**src/rtl/control_pkg.sv**
```systemverilog
// Shared opcode map, control-field encodings and types for control_pipe.
// Opcode legality helper is used only when ILLEGAL_TRAP_EN is defined.
package control_pkg;

  localparam logic [3:0] OP_NOP    = 4'b0000;
  localparam logic [3:0] OP_STORE  = 4'b0011;
  localparam logic [3:0] OP_ADD    = 4'b0100;
  localparam logic [3:0] OP_INC    = 4'b0101;
  localparam logic [3:0] OP_NEG    = 4'b0110;
  localparam logic [3:0] OP_SUB    = 4'b0111;
  localparam logic [3:0] OP_JUMP   = 4'b1000;
  localparam logic [3:0] OP_BRZ    = 4'b1001;
  localparam logic [3:0] OP_JMEM   = 4'b1010;
  localparam logic [3:0] OP_BRN    = 4'b1011;
  localparam logic [3:0] OP_LOAD   = 4'b1110;
  localparam logic [3:0] OP_SAVEPC = 4'b1111;

  localparam logic [2:0] ALU_NONE = 3'b000;
  localparam logic [2:0] ALU_ADD  = 3'b100;
  localparam logic [2:0] ALU_NEG  = 3'b010;
  localparam logic [2:0] ALU_SUB  = 3'b001;

  localparam logic [1:0] WB_PC  = 2'b00;
  localparam logic [1:0] WB_MEM = 2'b01;
  localparam logic [1:0] WB_ALU = 2'b10;

  typedef struct packed {
    logic [2:0] alu_op;
    logic       alu_src;
    logic       branch_zero;
    logic       branch_neg;
    logic       jump;
    logic       jump_mem;
    logic       mem_read;
    logic       mem_write;
    logic       reg_wrt;
    logic [1:0] wb_ctl;
  } ctrl_t;

  // Only the fields still needed downstream travel past EX.
  typedef struct packed {
    logic       mem_read;
    logic       mem_write;
    logic       reg_wrt;
    logic [1:0] wb_ctl;
  } mem_ctrl_t;

  typedef struct packed {
    logic       reg_wrt;
    logic [1:0] wb_ctl;
  } wb_ctrl_t;

  typedef enum logic [1:0] {
    ST_RUN  = 2'd0,
    ST_HAZ  = 2'd1,
    ST_JMEM = 2'd2
  } state_e;

  localparam ctrl_t     CTRL_NOP = ctrl_t'({$bits(ctrl_t){1'b0}});
  localparam mem_ctrl_t MEM_NOP  = mem_ctrl_t'({$bits(mem_ctrl_t){1'b0}});
  localparam wb_ctrl_t  WB_NOP   = wb_ctrl_t'({$bits(wb_ctrl_t){1'b0}});

  function automatic logic op_defined(input logic [3:0] op);
    case (op)
      OP_NOP, OP_STORE, OP_ADD, OP_INC, OP_NEG, OP_SUB,
      OP_JUMP, OP_BRZ, OP_JMEM, OP_BRN, OP_LOAD, OP_SAVEPC: op_defined = 1'b1;
      default:                                              op_defined = 1'b0;
    endcase
  endfunction

  // A load is the only EX instruction whose result arrives too late to forward.
  function automatic logic is_load(input ctrl_t c);
    return c.mem_read && c.reg_wrt;
  endfunction

endpackage

```
**src/rtl/control_decode.sv**
```systemverilog
// Combinational opcode-to-control table for control_pipe.
// With ILLEGAL_TRAP_EN defined, undefined or out-of-range opcodes raise illegal_o.
module control_decode
  import control_pkg::*;
#(
  parameter int OPCODE_W = 4
) (
  input  logic [OPCODE_W-1:0] opcode_i,
  output ctrl_t               ctrl_o,
  output logic                illegal_o
);

  logic       upper_set_s;
  logic [3:0] op_lo_s;
  ctrl_t      table_s;

  assign upper_set_s = (opcode_i >> 3'd4) != {OPCODE_W{1'b0}};
  assign op_lo_s     = opcode_i[3:0];

  // Decode table; anything not listed decodes as nop.
  always_comb begin
    table_s = CTRL_NOP;
    case (op_lo_s)
      OP_SAVEPC: begin
        table_s.reg_wrt = 1'b1;
        table_s.wb_ctl  = WB_PC;
      end
      OP_LOAD: begin
        table_s.mem_read = 1'b1;
        table_s.reg_wrt  = 1'b1;
        table_s.wb_ctl   = WB_MEM;
      end
      OP_STORE: table_s.mem_write = 1'b1;
      OP_ADD: begin
        table_s.alu_op  = ALU_ADD;
        table_s.reg_wrt = 1'b1;
        table_s.wb_ctl  = WB_ALU;
      end
      OP_INC: begin
        table_s.alu_op  = ALU_ADD;
        table_s.alu_src = 1'b1;
        table_s.reg_wrt = 1'b1;
        table_s.wb_ctl  = WB_ALU;
      end
      OP_NEG: begin
        table_s.alu_op  = ALU_NEG;
        table_s.reg_wrt = 1'b1;
        table_s.wb_ctl  = WB_ALU;
      end
      OP_SUB: begin
        table_s.alu_op  = ALU_SUB;
        table_s.reg_wrt = 1'b1;
        table_s.wb_ctl  = WB_ALU;
      end
      OP_JUMP: table_s.jump = 1'b1;
      OP_BRZ: begin
        table_s.alu_op      = ALU_SUB;
        table_s.branch_zero = 1'b1;
      end
      OP_BRN: begin
        table_s.alu_op     = ALU_SUB;
        table_s.branch_neg = 1'b1;
      end
      OP_JMEM: begin
        table_s.mem_read = 1'b1;
        table_s.jump     = 1'b1;
        table_s.jump_mem = 1'b1;
      end
      OP_NOP:  table_s = CTRL_NOP;
      default: table_s = CTRL_NOP;
    endcase
  end

  assign ctrl_o = upper_set_s ? CTRL_NOP : table_s;

`ifdef ILLEGAL_TRAP_EN
  assign illegal_o = upper_set_s || !op_defined(op_lo_s);
`else
  assign illegal_o = 1'b0;
`endif

endmodule

```
**src/rtl/control_pipe.sv**
```systemverilog
// Pipelined control path: ID decode, EX/MEM/WB control registers, load-use and jumpMem sequencing.
// Build option ILLEGAL_TRAP_EN turns illegal opcodes into bubbles and raises sticky illegalOp.
module control_pipe
  import control_pkg::*;
#(
  parameter int OPCODE_W   = 4,
  parameter int REG_ADDR_W = 6,
  parameter int ALUOP_W    = 3,
  parameter int JMEM_LAT   = 2
) (
  input  logic                  clk,
  input  logic                  reset,
  input  logic                  idValid,
  input  logic [OPCODE_W-1:0]   opcode,
  input  logic [REG_ADDR_W-1:0] rd,
  input  logic [REG_ADDR_W-1:0] rs,
  input  logic [REG_ADDR_W-1:0] rt,
  input  logic                  memStall,
  input  logic                  redirect,
  output logic                  idReady,
  output logic                  exValid,
  output logic [ALUOP_W-1:0]    exAluOp,
  output logic                  exAluSrc,
  output logic                  exBranchZero,
  output logic                  exBranchNeg,
  output logic                  exJump,
  output logic                  exJumpMem,
  output logic [REG_ADDR_W-1:0] exRd,
  output logic                  memValid,
  output logic                  memRead,
  output logic                  memWrite,
  output logic [REG_ADDR_W-1:0] memRd,
  output logic                  wbValid,
  output logic [1:0]            wbControl,
  output logic                  wbRegWrt,
  output logic [REG_ADDR_W-1:0] wbRd,
  output logic                  illegalOp
);

  localparam int CNT_W = $clog2(JMEM_LAT + 1);

  state_e                  state_q, state_d;
  logic [CNT_W-1:0]        cnt_q, cnt_d;

  logic                    ex_valid_q, ex_valid_d;
  ctrl_t                   ex_ctrl_q, ex_ctrl_d;
  logic [REG_ADDR_W-1:0]   ex_rd_q, ex_rd_d;
  logic                    mem_valid_q, mem_valid_d;
  mem_ctrl_t               mem_ctrl_q, mem_ctrl_d;
  logic [REG_ADDR_W-1:0]   mem_rd_q, mem_rd_d;
  logic                    wb_valid_q, wb_valid_d;
  wb_ctrl_t                wb_ctrl_q, wb_ctrl_d;
  logic [REG_ADDR_W-1:0]   wb_rd_q, wb_rd_d;
  logic                    ill_q, ill_d;

  ctrl_t                   id_ctrl_s;
  logic                    id_illegal_s;
  logic                    load_use_s;
  logic                    ready_s;
  logic                    accept_s;
  logic                    issue_s;

  control_decode #(
    .OPCODE_W (OPCODE_W)
  ) u_decode (
    .opcode_i  (opcode),
    .ctrl_o    (id_ctrl_s),
    .illegal_o (id_illegal_s)
  );

  assign load_use_s = ex_valid_q && is_load(ex_ctrl_q) && idValid &&
                      ((ex_rd_q == rs) || (ex_rd_q == rt));
  assign accept_s   = ready_s && idValid;
  // Illegal opcodes are still consumed from ID; they just never reach EX.
  assign issue_s    = accept_s && !id_illegal_s;

  // FSM state and jumpMem countdown register.
  always_ff @(posedge clk or posedge reset) begin
    if (reset) begin
      state_q <= ST_RUN;
      cnt_q   <= {CNT_W{1'b0}};
    end else begin
      state_q <= state_d;
      cnt_q   <= cnt_d;
    end
  end

  // FSM next state.
  always_comb begin
    state_d = state_q;
    cnt_d   = cnt_q;
    if (memStall) begin
      state_d = state_q;
    end else begin
      case (state_q)
        ST_RUN: begin
          if (redirect) begin
            state_d = ST_RUN;
          end else if (load_use_s) begin
            state_d = ST_HAZ;
          end else if (accept_s && id_ctrl_s.jump_mem) begin
            state_d = ST_JMEM;
            cnt_d   = CNT_W'(JMEM_LAT);
          end else begin
            state_d = ST_RUN;
          end
        end
        ST_HAZ: begin
          if (accept_s && id_ctrl_s.jump_mem) begin
            state_d = ST_JMEM;
            cnt_d   = CNT_W'(JMEM_LAT);
          end else begin
            state_d = ST_RUN;
          end
        end
        ST_JMEM: begin
          if (redirect || (cnt_q == CNT_W'(1))) begin
            state_d = ST_RUN;
            cnt_d   = {CNT_W{1'b0}};
          end else begin
            cnt_d   = cnt_q - CNT_W'(1);
          end
        end
        default: begin
          state_d = ST_RUN;
          cnt_d   = {CNT_W{1'b0}};
        end
      endcase
    end
  end

  // FSM output: whether ID may hand over its instruction this cycle.
  always_comb begin
    ready_s = 1'b0;
    if (memStall || redirect) begin
      ready_s = 1'b0;
    end else begin
      case (state_q)
        ST_RUN:  ready_s = !load_use_s;
        ST_HAZ:  ready_s = 1'b1;
        ST_JMEM: ready_s = 1'b0;
        default: ready_s = 1'b0;
      endcase
    end
  end

  // Stage-register next values: hold on stall, otherwise shift with EX fed by issue or bubble.
  always_comb begin
    ex_valid_d  = ex_valid_q;
    ex_ctrl_d   = ex_ctrl_q;
    ex_rd_d     = ex_rd_q;
    mem_valid_d = mem_valid_q;
    mem_ctrl_d  = mem_ctrl_q;
    mem_rd_d    = mem_rd_q;
    wb_valid_d  = wb_valid_q;
    wb_ctrl_d   = wb_ctrl_q;
    wb_rd_d     = wb_rd_q;
    ill_d       = ill_q;
    if (memStall) begin
      ill_d = ill_q;
    end else begin
      if (issue_s) begin
        ex_valid_d = 1'b1;
        ex_ctrl_d  = id_ctrl_s;
        ex_rd_d    = rd;
      end else begin
        ex_valid_d = 1'b0;
        ex_ctrl_d  = CTRL_NOP;
        ex_rd_d    = {REG_ADDR_W{1'b0}};
      end
      mem_valid_d = ex_valid_q;
      mem_ctrl_d  = {ex_ctrl_q.mem_read, ex_ctrl_q.mem_write,
                     ex_ctrl_q.reg_wrt, ex_ctrl_q.wb_ctl};
      mem_rd_d    = ex_rd_q;
      wb_valid_d  = mem_valid_q;
      wb_ctrl_d   = {mem_ctrl_q.reg_wrt, mem_ctrl_q.wb_ctl};
      wb_rd_d     = mem_rd_q;
      ill_d       = ill_q || (accept_s && id_illegal_s);
    end
  end

  // Stage registers and sticky illegal flag.
  always_ff @(posedge clk or posedge reset) begin
    if (reset) begin
      ex_valid_q  <= 1'b0;
      ex_ctrl_q   <= CTRL_NOP;
      ex_rd_q     <= {REG_ADDR_W{1'b0}};
      mem_valid_q <= 1'b0;
      mem_ctrl_q  <= MEM_NOP;
      mem_rd_q    <= {REG_ADDR_W{1'b0}};
      wb_valid_q  <= 1'b0;
      wb_ctrl_q   <= WB_NOP;
      wb_rd_q     <= {REG_ADDR_W{1'b0}};
      ill_q       <= 1'b0;
    end else begin
      ex_valid_q  <= ex_valid_d;
      ex_ctrl_q   <= ex_ctrl_d;
      ex_rd_q     <= ex_rd_d;
      mem_valid_q <= mem_valid_d;
      mem_ctrl_q  <= mem_ctrl_d;
      mem_rd_q    <= mem_rd_d;
      wb_valid_q  <= wb_valid_d;
      wb_ctrl_q   <= wb_ctrl_d;
      wb_rd_q     <= wb_rd_d;
      ill_q       <= ill_d;
    end
  end

  assign idReady      = ready_s;
  assign exValid      = ex_valid_q;
  assign exAluOp      = ALUOP_W'(ex_ctrl_q.alu_op);
  assign exAluSrc     = ex_ctrl_q.alu_src;
  assign exBranchZero = ex_ctrl_q.branch_zero;
  assign exBranchNeg  = ex_ctrl_q.branch_neg;
  assign exJump       = ex_ctrl_q.jump;
  assign exJumpMem    = ex_ctrl_q.jump_mem;
  assign exRd         = ex_rd_q;
  assign memValid     = mem_valid_q;
  assign memRead      = mem_ctrl_q.mem_read;
  assign memWrite     = mem_ctrl_q.mem_write;
  assign memRd        = mem_rd_q;
  assign wbValid      = wb_valid_q;
  assign wbControl    = wb_ctrl_q.wb_ctl;
  assign wbRegWrt     = wb_ctrl_q.reg_wrt;
  assign wbRd         = wb_rd_q;
  assign illegalOp    = ill_q;

endmodule

```
**config.mk**
```make
export PLATFORM = sky130hd
export DESIGN_NAME = control_pipe
export DESIGN_NICKNAME = d
export VERILOG_FILES = /design/src/rtl/control_pkg.sv /design/src/rtl/control_decode.sv /design/src/rtl/control_pipe.sv
export SDC_FILE = /design/constraint.sdc
export NUM_CORES = 1
export LEC_CHECK = 0
export CAP_MARGIN = 20
export CORE_MARGIN = 1.5
export CORE_UTILIZATION = 43
export CTS_CLUSTER_SIZE = 24
export DETAILED_ROUTE_END_ITERATION = 8
export GPL_TIMING_DRIVEN = 0
export PLACE_DENSITY = 0.83
export SLEW_MARGIN = 20
export SYNTH_ARGS = -nofsm -noshare
export SYNTH_HDL_FRONTEND = slang
export SYNTH_HIERARCHICAL = 1
export SYNTH_SLANG_ARGS = --single-unit
```
**constraint.sdc**
```tcl
create_clock -name clk -period 1.52 [get_ports clk]
set_clock_uncertainty 0.2 [all_clocks]
set_input_delay 0.228 -clock clk [delete_from_list [all_inputs] [get_ports clk]]
set_output_delay 0.228 -clock clk [all_outputs]
set_load 0.02 [all_outputs]
```
==> summary.txt, run 1 <==
P&R area growth vs syn -> 46.5%
CP arrival -> 1.88 ns
Final hold slack -> 0.0828 ns
Clock Latency Late Sink -> 0.30 ns
Worst vdd ir -> 466 uV
Drt via density -> 5.12
Power Density -> 782 nW/um^2
F_max -> 434 MHz
Drt pass-1 iters -> 4
Placed cell count -> 341
CP required -> 1.09 ns
Fillers -> 414
GPL Wtd Cong -> 0.809
Gr ovfl total -> 0
Dpl hpwl -> 3740 um
Cell taking the most area after synthesis -> dfrtp_1
Drt drc -> 0
Synth top area share -> 50.6%
Core Box Area -> 5170 um^2
Unrepaired setup endpoints after global routing -> yes
Min-Delay Path Class -> in2async
Die H -> 76.5 um
# port buffers -> 62
Final hold vios -> 0
Final min period -> 2.31 ns
Synth Register Bits -> 47
Multi-input combinational cell area -> 1070 um^2
Number of library cell types mapped by synthesis -> 37
# setup viols final -> 25
Vias in the first global route -> 1,924
Antenna violations before repair -> 0
Fin nets -> 326
H-tree Lvls -> 2
Tot GR Track Use -> 20.7%
Fin crit share -> 152%
Clk pin slew, worst setup/hold paths -> 0.09 ns
Final WL -> 5750 um
CTS Root Cell -> clkbuf_8
Initial DRC count -> 62
Worst Path Max Fanout -> 4
Fin worst setup slack -> -0.785 ns
Die footprint -> 5860 um^2
Gate Count Post-Synth -> 209
Num CTS Buffers -> 5
FF/Latch Area -> 1180 um^2
Dominant cells by area after synthesis -> dfrtp_1 51%, mux2_2 11%, o21ai_2 6.4%, nand3_1 4.5%, xor2_1 4.5%
Max-slew violations -> 0
First-pass GRT wire length -> 9380 um
CTS tree -> built
Post-synth ARST share -> 100%
Ports -> 63
N_diodes -> 0
Result of the run -> complete, but fails checks
Crit start category -> primary input
Seq/Total Area, Yosys -> 50.6%
Max Cap Violations -> 0
Ys flop type -> dfrtp_1
Bufs on Longest Clock Path -> 2
TritonCTS Sinks -> 47
Post-Layout Cell Count -> 369
Routed len/inst -> 15.6 um
Number of synthesized flops with an enable pin -> 0
Die X -> 76.5 um
Critical path type -> in2out
Initial Utilization -> 45.0%
Share of cells above drive strength 1 -> 36.1%
Net count after synthesis -> 237
Leak Pwr -> 1.65 nW
CP endpoint kind -> output pin
Final ANT Viol Nets -> 0
Post-Syn Area per Cell -> 11.1 um^2
Standard-cell row count -> 26
Largest net degree at the start of global routing -> 48
Synth Warn # -> 6
Cell Area, Synth -> 2330 um^2
Failing checks -> negative setup slack
DR vias -> 1,888
==> sequential cells by signal (all words and copies together) (netlist names) <==
name and cells:
exRd 6, memRd 6, wbRd 6, ex_ctrl_q 5, exAluOp 3, mem_ctrl_q 3, cnt_q 2, state_q 2
wbControl 2, exAluSrc 1, exBranchNeg 1, exBranchZero 1, exJump 1, exJumpMem 1, exValid 1, illegalOp 1
memRead 1, memValid 1, memWrite 1, wbRegWrt 1, wbValid 1
==> cells in the final DEF, fill, tap and decap left out, drive strengths merged, types with 2 or more instances in the layout <==
master	n
o21ai	23
o22ai	2
inv	4
nor3	3
buf	36
nand3	21
dlygate4sd2	25
nand2b	6
mux2	22
nor4	5
dfrtp	47
nor2	10
xor2	12
clkdlybuf4s50	26
clkbuf	12
nand2	24
a22o	2
clkdlybuf4s15	4
==> synthesized netlist by cell type (2+ instances only) <==
library cell	instances
clkbuf_1	5
o21ai_2	17
nand2b_4	2
inv_1	5
buf_4	5
mux2_2	22
nand2_1	24
nand2b_1	4
xor2_1	12
dfrtp_1	47
buf_2	3
nor3_1	2
nand3_1	21
o21ai_0	6
nor4_1	3
nor2_1	10
==> kinds of logic (layout without fill, tap and decap cells) <==
logic type | Yosys count | after routing | share of synthesized area [%]
mux | 22 | 22 | 10.7
buf+inv | 20 | 110 | 5.22
compound gates | 33 | 33 | 11.9
xor+xnor | 12 | 12 | 4.52
simple gates | 73 | 73 | 16.5
flops | 47 | 47 | 50.6
fa+ha+maj | 1 | 1 | 0.538
other cells | 1 | 1 | 0.161
==> timing repair <==
action	CTS	global route
gates resized for setup	80	9
pin swaps	7	3
gates cloned	1	0
setup buffers	17	2
setup endpoints to repair	65	36
hold buffers	0	0
==> area by class of cell <==
| cell class | instances | share of cell area [%] |
|---|---|---|
| Sequential cell | 47 | 34.7 |
| Multi-Input combinational cell | 142 | 31.4 |
| Timing Repair Buffer | 82 | 23.6 |
| Buffer | 15 | 3.56 |
| Tap cell | 70 | 2.57 |
| Clock buffer | 6 | 2.42 |
| Clock inverter | 2 | 1.03 |
| Inverter | 5 | 0.661 |
==> path summary, 6_finish.rpt <==
path | start | to | cells past startpoint | slack, ns
min in group clk | rd[3] | exRd[3]$_DFFE_PP0N_ | 3 | 0.28
max in group asynchronous | reset | exRd[4]$_DFFE_PP0N_ | 3 | 0.55
max reg2reg | exValid$_DFFE_PP0N_ | state_q[1]$_DFFE_PP0P_ | 9 | -0.61
min reg2reg | exBranchZero$_DFFE_PP0N_ | exBranchZero$_DFFE_PP0N_ | 2 | 0.29
min | reset | memRead$_DFFE_PP0N_ | 2 | 0.08
max | idValid | idReady | 7 | -0.79
==> worst max-delay path: stages <==
cell and delay [ns]:
clkdlybuf4s50_1 0.53, nand4_1 0.24, nor4_1 0.31, a22o_2 0.26
buf_12 0.11, nor4_4 0.03, buf_4 0.16
==> power by group <==
part	internal (mW)	switching [mW]	total [mW]
Combinational	0.190	0.206	0.396
Clock	0.532	0.416	0.948
Sequential	1.29	0.0313	1.32
Total	2.01	0.653	2.67
==> metal layers <==
metal	part of all wire (%)	vias to the layer above	track usage [%]
met5	0	-	0
met4	2.4	0	8.15
met3	4.8	12	3.83
met2	48	73	34.0
met1	45	911	27.0
li1	-	892	-
==> through the flow <==
stage / total power [mW] / setup TNS, ns / util (%) / setup slack (ns) / instance area [um^2]
finish: 2.67 / -14.63 / 65.9 / -0.785 / 3410
global placement: 1.73 / -23.90 / 58.9 / -1.19 / 3050
global route: 2.78 / -15.86 / 65.9 / -0.845 / 3410
floorplan: 1.55 / -3.49 / - / -0.313 / 2340
CTS: 2.67 / -9.78 / 64.9 / -0.662 / 3360
detailed placement: 1.74 / -26.41 / 58.9 / -1.25 / 3050
Note: power is estimated with default switching activity, not from simulation.
==> inputs of run 2 (changes only) <==
- CELL_PAD_IN_SITES_DETAIL_PLACEMENT: unset -> 1
- CELL_PAD_IN_SITES_GLOBAL_PLACEMENT: unset -> 2
- CORE_UTILIZATION: 43 -> 27
- CTS_CLUSTER_DIAMETER: unset -> 150
==> summary.txt, run 2 (synthesis results as in run 1) <==
Result of the run -> complete, but fails checks
Failing checks -> negative setup slack
CP Cell Sequence -> xor2_1, nor4_2, a22o_2, buf_12, nor4_4, buf_4
Gr ovfl total -> 0 (unchanged)
Placed cell count -> 376 (+10%)
Drt drc -> 0 (unchanged)
Fin worst setup slack -> -0.709 ns (+0.0769 ns)
Worst vdd ir -> 372 uV (-20%)
Antenna violations before repair -> 0 (unchanged)
Post-CTS Hold Buffers -> 0 (unchanged)
Die footprint -> 9180 um^2 (+57%)
Core Box Area -> 8300 um^2 (+60%)
Clk pin slew, worst setup/hold paths -> 0.09 ns (about the same)
Core Util, Final -> 41.6% (-24 points)
Power Density -> 787 nW/um^2 (+0.54%)
Clock Latency Late Sink -> 0.30 ns (about the same)
Final WL -> 6530 um (+14%)
Num CTS Buffers -> 5 (unchanged)
Multi-input combinational cell area -> 1070 um^2 (-0.12%)
Min-Delay Path Class -> in2async
Clk pwr share -> 36.3% (+0.7 points)
Final hold vios -> 0 (unchanged)
F_max -> 449 MHz (+3.4%)
Bufs on Longest Clock Path -> 2 (unchanged)
R2R Path End -> ex_ctrl_q[4]$_DFFE_PP0N_
Switch Pwr -> 0.690 mW (+5.6%)
Post-Layout Cell Count -> 407 (+10%)
Comb pwr share -> 15.0% (+0.2 points)
Unrepaired setup endpoints after global routing -> yes
Final min period -> 2.23 ns (-0.0769 ns)
Initial Utilization -> 28.0% (-17 points)
Worst Path Max Fanout -> 4 (unchanged)
Commonest non-fill, non-tap cell in the layout -> dfrtp_1
Placed inst area -> 3090 um^2 (+1.4%)
# port buffers -> 62 (unchanged)
N_diodes -> 0 (unchanged)
Switching fraction of total power -> 25.4% (+0.91 points)
Max-slew headroom -> 64.7%
Die X -> 95.8 um (+25%)
Reg2Reg Launch Point -> exRd[5]$_DFFE_PP0N_
Initial DRC count -> 45 (-27%)
Critical path type -> reg2out
Leak Pwr -> 1.69 nW (+2.2%)
Tot GR Track Use -> 14.7% (-5.9 points)
H-tree Lvls -> 2 (unchanged)
Post-place setup slack -> -1.34 ns (-0.0910 ns)
Crit start category -> flip-flop
Final ANT Viol Nets -> 0 (unchanged)
CP arrival -> 1.80 ns (-0.08 ns)
CP required -> 1.09 ns (about the same)
Buf+Inv Stages, Crit Path -> 2 (-1)
CTS tree -> built
Fin crit share -> 147% (-5.1 points)
Fin nets -> 329 (+0.92%)
Max-slew violations -> 0 (unchanged)
FF/Latch Area -> 1180 um^2 (unchanged)
Fin area -> 3450 um^2 (+1.3%)
FF-to-FF path depth -> 8 (-1)
Sum Neg Setup Slack -> -10.64 ns (+3.99 ns)
Routed len/inst -> 16.1 um (+3.0%)
Fillers -> 940 (+130%)
Pwr Total -> 2.72 mW (+1.9%)
# setup viols final -> 26 (+4.0%)
Die H -> 95.8 um (+25%)
Reg2Reg Setup Slack -> -0.48 ns (+0.13 ns)
Seq pwr share -> 48.7% (-0.9 points)
CTS Root Cell -> clkbuf_8
Slowest-stage cell, CP -> dfrtp_2
First-pass GRT wire length -> 10,200 um (+8.7%)
Actual slew at the worst max-slew pin -> 0.529 ns
Final hold slack -> 0.0453 ns (-0.0374 ns)
Max Cap Violations -> 0 (unchanged)
Commonest cells after routing, fill and taps aside -> 41 x dfrtp_1, 25 x dlygate4sd2_1, 24 x nand2_1, 24 x clkdlybuf4s50_1, 22 x mux2_2
Drt via density -> 4.73 (-7.5%)
Crit-path max cell delay -> 0.45 ns (-0.08 ns)
CP endpoint kind -> output pin
Vias in the first global route -> 2,010 (+4.5%)
Drt pass-1 iters -> 4 (unchanged)
DR vias -> 1,926 (+2.0%)
TritonCTS Sinks -> 47 (unchanged)
Share of cells above drive strength 1 -> 37.7% (+1.6 points)
GPL Wtd Cong -> 0.738 (-8.8%)
P&R area growth vs syn -> 48.4%
Standard-cell row count -> 33 (+27%)
Largest net degree at the start of global routing -> 48 (unchanged)
Dpl hpwl -> 4440 um (+19%)
Top delay family on crit path -> flip-flops
Pint -> 2.03 mW (+0.65%)
Ports -> 63 (unchanged)
==> run 2: changes by cell type in the layout (fill, tap and decap cells not counted), moves of 2 or more <==
cell,before,now
buf_4,16,21
clkdlybuf4s50_1,26,24
clkbuf_2,1,5
dlymetal6s2s_1,0,2
clkdlybuf4s15_1,2,0
==> run 2: what timing repair did <==
| item | CTS | global route |
|---|---|---|
| setup endpoints to repair | 65 | 47 |
| endpoints found under the hold margin | 0 | 0 |
| setup buffers | 18 | 8 |
| gates resized for setup | 74 | 25 |
| pin swaps | 6 | 4 |
| cloned | 0 | 1 |
==> run 2: final cells by class <==
cell class / count / area share [%]
sequential: 47 / 34.3
multi-input combinational: 142 / 31.0
tap: 105 / 3.81
timing repair buffer: 85 / 23.2
clock inverter: 2 / 1.12
clock buffer: 6 / 2.39
inverter: 5 / 0.652
buffer: 15 / 3.55
==> run 2: worst max path at each step <==
stage	startpoint	endpoint	slack (ns)	depth (start not counted)
floorplan	exRd[1]$_DFFE_PP0N_	idReady	-0.31	5
global placement	idValid	idReady	-1.31	7
detailed placement	idValid	idReady	-1.34	7
CTS	exRd[4]$_DFFE_PP0N_	idReady	-0.72	6
global route	exRd[2]$_DFFE_PP0N_	idReady	-0.79	6
finish	exRd[5]$_DFFE_PP0N_	idReady	-0.71	6
==> run 2: power by group through the flow <==
stage          logic, mW  clock network, mW  registers, mW
2_1_floorplan      0.162                  0           1.38
3_5_place_dp       0.401                  0           1.35
3_3_place_gp       0.394                  0           1.35
6_report           0.408              0.986           1.32
4_1_cts            0.393               1.01           1.32
5_1_grt            0.443               1.05           1.33
==> run 2: routing by layer <==
metal / part of all wire [%] / wire [um] / GRT usage [%] / vias up
li1: - / - / - / 898
met1: 44 / 2870 / 19.2 / 964
met2: 50 / 3250 / 25.0 / 58
met3: 5.5 / 357 / 2.92 / 6
met4: 0.93 / 61 / 3.68 / 0
met5: 0 / 0 / 0 / -
==> run 2: worst register-to-register path: stages (launching register included) <==
cell and delay [ns]:
dfrtp_2 0.45, xor2_1 0.18, nor4_2 0.31, a22o_2 0.24, buf_12 0.12, buf_4 0.11
buf_12 0.12, buf_8 0.11, o21ai_2 0.04
==> inputs of run 3 (changes only) <==
- CAP_MARGIN: 20 -> unset
- PLACE_DENSITY: 0.83 -> 0.84
- SYNTH_HIERARCHICAL: 1 -> unset
==> summary.txt, run 3 <==
Top-count cell post-synth -> dfrtp_1
Drt drc -> 0 (unchanged)
Max-slew headroom -> 58.2% (-6.6 points)
Gate Count Post-Synth -> 158 (-24%)
Tot GR Track Use -> 13.8% (-0.89 points)
Critical path type -> reg2out
Routed len/inst -> 15.9 um (-1.0%)
Number of library cell types mapped by synthesis -> 29 (-22%)
Initial Utilization -> 27.8% (-0.22 points)
Fin area -> 2940 um^2 (-15%)
GR met2 Demand/Resource -> 23.9% (-1.1 points)
Max Cap Violations -> 0 (unchanged)
Number of synthesized flops with an enable pin -> 0 (unchanged)
Met1 Track Usage GR -> 17.6% (-1.6 points)
Synth top area share -> 57.1% (+6.5 points)
Core Box Area -> 7250 um^2 (-13%)
Commonest non-fill, non-tap cell in the layout -> dfrtp_1
Ports -> 63 (unchanged)
Actual slew at the worst max-slew pin -> 0.627 ns (+0.0983 ns)
Ys flop type -> dfrtp_1
Fin worst setup slack -> -0.585 ns (+0.124 ns)
DR vias -> 1,555 (-19%)
# setup viols final -> 25 (-3.8%)
Die footprint -> 8000 um^2 (-13%)
Final hold vios -> 0 (unchanged)
Failing checks -> negative setup slack
CP required -> 1.09 ns (about the same)
Drt via density -> 4.64 (-1.9%)
Synth Warn # -> 0 (-6)
Power Density -> 946 nW/um^2 (+20%)
Max-slew violations -> 0 (unchanged)
Vias in the first global route -> 1,600 (-20%)
Dominant cells by area after synthesis -> dfrtp_1 57%, mux2_2 12%, a22o_1 6.1%, xor2_1 5.2%, a32o_1 2.5%
Unrepaired setup endpoints after global routing -> yes
Cell Area, Synth -> 2020 um^2 (-13%)
Most used routing layer -> met2
Clk pin slew, worst setup/hold paths -> 0.09 ns (about the same)
Cell taking the most area after synthesis -> dfrtp_1
Met3 Use GR -> 3.69% (+0.77 points)
Gr ovfl total -> 0 (unchanged)
Crit path to -> idReady
Fillers -> 808 (-14%)
Fin nets -> 263 (-20%)
Final WL -> 5320 um (-19%)
Crit start category -> flip-flop
CTS tree -> built
Seq/Total Area, Yosys -> 57.1% (+6.5 points)
Die X -> 89.4 um (-6.7%)
Drt pass-1 iters -> 4 (unchanged)
Fin crit share -> 138% (-8.2 points)
Post-Syn Area per Cell -> 12.8 um^2 (+15%)
Share of cells above drive strength 1 -> 30.5% (-7.2 points)
Bufs on Longest Clock Path -> 2 (unchanged)
Post-Layout Cell Count -> 335 (-18%)
P&R area growth vs syn -> 45.5%
Leak Pwr -> 1.49 nW (-11%)
Largest net degree at the start of global routing -> 29 (-40%)
Critical Path Source -> exRd[2]$_DFFE_PP0N_
Top post-synthesis cells by count -> 46 x dfrtp_1, 22 x mux2_2, 14 x a22o_1, 12 x xor2_1, 6 x nor4_1
Core Util, Final -> 40.5% (-1.1 points)
FF-to-FF path depth -> 6 (-2)
Antenna violations before repair -> 0 (unchanged)
Dpl hpwl -> 3860 um (-13%)
TritonCTS Sinks -> 46 (-2.1%)
GPL Wtd Cong -> 0.746 (+1.1%)
Placed cell count -> 319 (-15%)
Die H -> 89.4 um (-6.7%)
Reg2Reg Setup Slack -> -0.50 ns (-0.02 ns)
Initial DRC count -> 27 (-40%)
Final ANT Viol Nets -> 0 (unchanged)
Result of the run -> complete, but fails checks
Synth Register Bits -> 46 (-2.1%)
First-pass GRT wire length -> 8220 um (-19%)
Clock Latency Late Sink -> 0.30 ns (about the same)
H-tree Lvls -> 2 (unchanged)
# port buffers -> 61 (-1.6%)
Post-CTS Hold Buffers -> 0 (unchanged)
Worst Path Max Fanout -> 3 (-1)
Final hold slack -> 0.0320 ns (-0.0133 ns)
N_diodes -> 0 (unchanged)
Num CTS Buffers -> 5 (unchanged)
CP arrival -> 1.68 ns (-0.12 ns)
CTS Root Cell -> clkbuf_8
Standard-cell row count -> 31 (-6.1%)
Placed inst area -> 2780 um^2 (-9.9%)
Post-place setup slack -> -0.981 ns (+0.356 ns)
Post-synth ARST share -> 100% (unchanged)
Commonest cells after routing, fill and taps aside -> 40 x dfrtp_1, 26 x clkdlybuf4s50_1, 24 x dlygate4sd2_1, 22 x mux2_2, 14 x a22o_1
Reg2Reg Launch Point -> exRd[2]$_DFFE_PP0N_
R2R Path End -> exAluSrc$_DFFE_PP0N_
Net count after synthesis -> 186 (-22%)
Worst vdd ir -> 339 uV (-8.9%)
F_max -> 475 MHz (+5.9%)
Min-Delay Path Class -> in2async
CP endpoint kind -> output pin
Final min period -> 2.10 ns (-0.124 ns)
-- run 3: cell count changes after synthesis, sizes merged, moves of 3 or more --
cell / change
nand3: -21
a22o: +12
nand2: -19
nand2b: -3
o21ai: -19
nor2: -6
a32o: +5
-- run 3: final cells by class --
cell class	count	area [um^2]	area share [%]
inverters	5	18.8	0.639
clock inverters	2	37.5	1.28
clock buffers	6	72.6	2.47
multi-input cells	95	805	27.4
plain buffers	11	80.1	2.73
well taps	99	124	4.22
flip-flops and latches	46	1160	39.5
repair buffers	71	639	21.8
-- run 3: metal layers --
metal | part of all wire, % | wire length (um)
met1 | 43 | 2270
met4 | 0.54 | 29
met2 | 50 | 2680
met3 | 6.5 | 344
met5 | 0 | 0
-- run 3: how the worst min path moves through the flow --
stage                                     to  slack [ns]  depth (start not counted)
global route             wbRd[5]$_DFFE_PP0N_        0.07                          2
finish                   wbRd[5]$_DFFE_PP0N_        0.03                          2
global placement         wbRd[4]$_DFFE_PP0N_        0.29                          1
floorplan                exRd[1]$_DFFE_PP0N_        0.16                          1
CTS                      wbRd[5]$_DFFE_PP0N_        0.05                          2
detailed placement  exBranchZero$_DFFE_PP0N_        0.28                          1
-- run 3: cells by family (layout without fill, tap and decap cells) --
kind of cell,count (synthesis),count (layout),synth area share (%)
adder cells (fa/ha/maj),1,1,0.620
flip-flops,46,46,57.1
XOR/XNOR,12,12,5.21
AND/OR/NAND/NOR,29,29,7.94
AO/OA/AOI/OAI,30,30,12.0
other,1,1,0.186
buffers and inverters,17,95,4.71
multiplexers,22,22,12.3
-- run 3: where the power goes --
part           internal [mW]  leakage (nW)  switching (mW)
Clock                  0.491        0.0514           0.418
Sequential              1.30         0.618          0.0542
Combinational          0.250         0.824           0.262
-- run 3: worst max-delay path: stages, from the launching register on --
cell,delay [ns]
dfrtp_2,0.44
xor2_1,0.16
nor4_2,0.33
a22oi_2,0.15
and2_4,0.18
buf_6,0.12
-- run 3: through the flow --
stage / setup TNS (ns) / power, mW
after detailed placement: -29.97 / 1.91
after global placement: -75.21 / 1.88
final: -10.97 / 2.78
after global routing: -14.32 / 2.91
after floorplan: -9.25 / 1.64
after CTS: -12.18 / 2.80
-- run 3: repair_timing --
item | 4_1_cts | 5_1_grt
setup buffers | 10 | 0
pin swaps | 8 | 1
setup endpoints to repair | 81 | 31
resized for setup | 69 | 12
endpoints found under the hold margin | 0 | 0
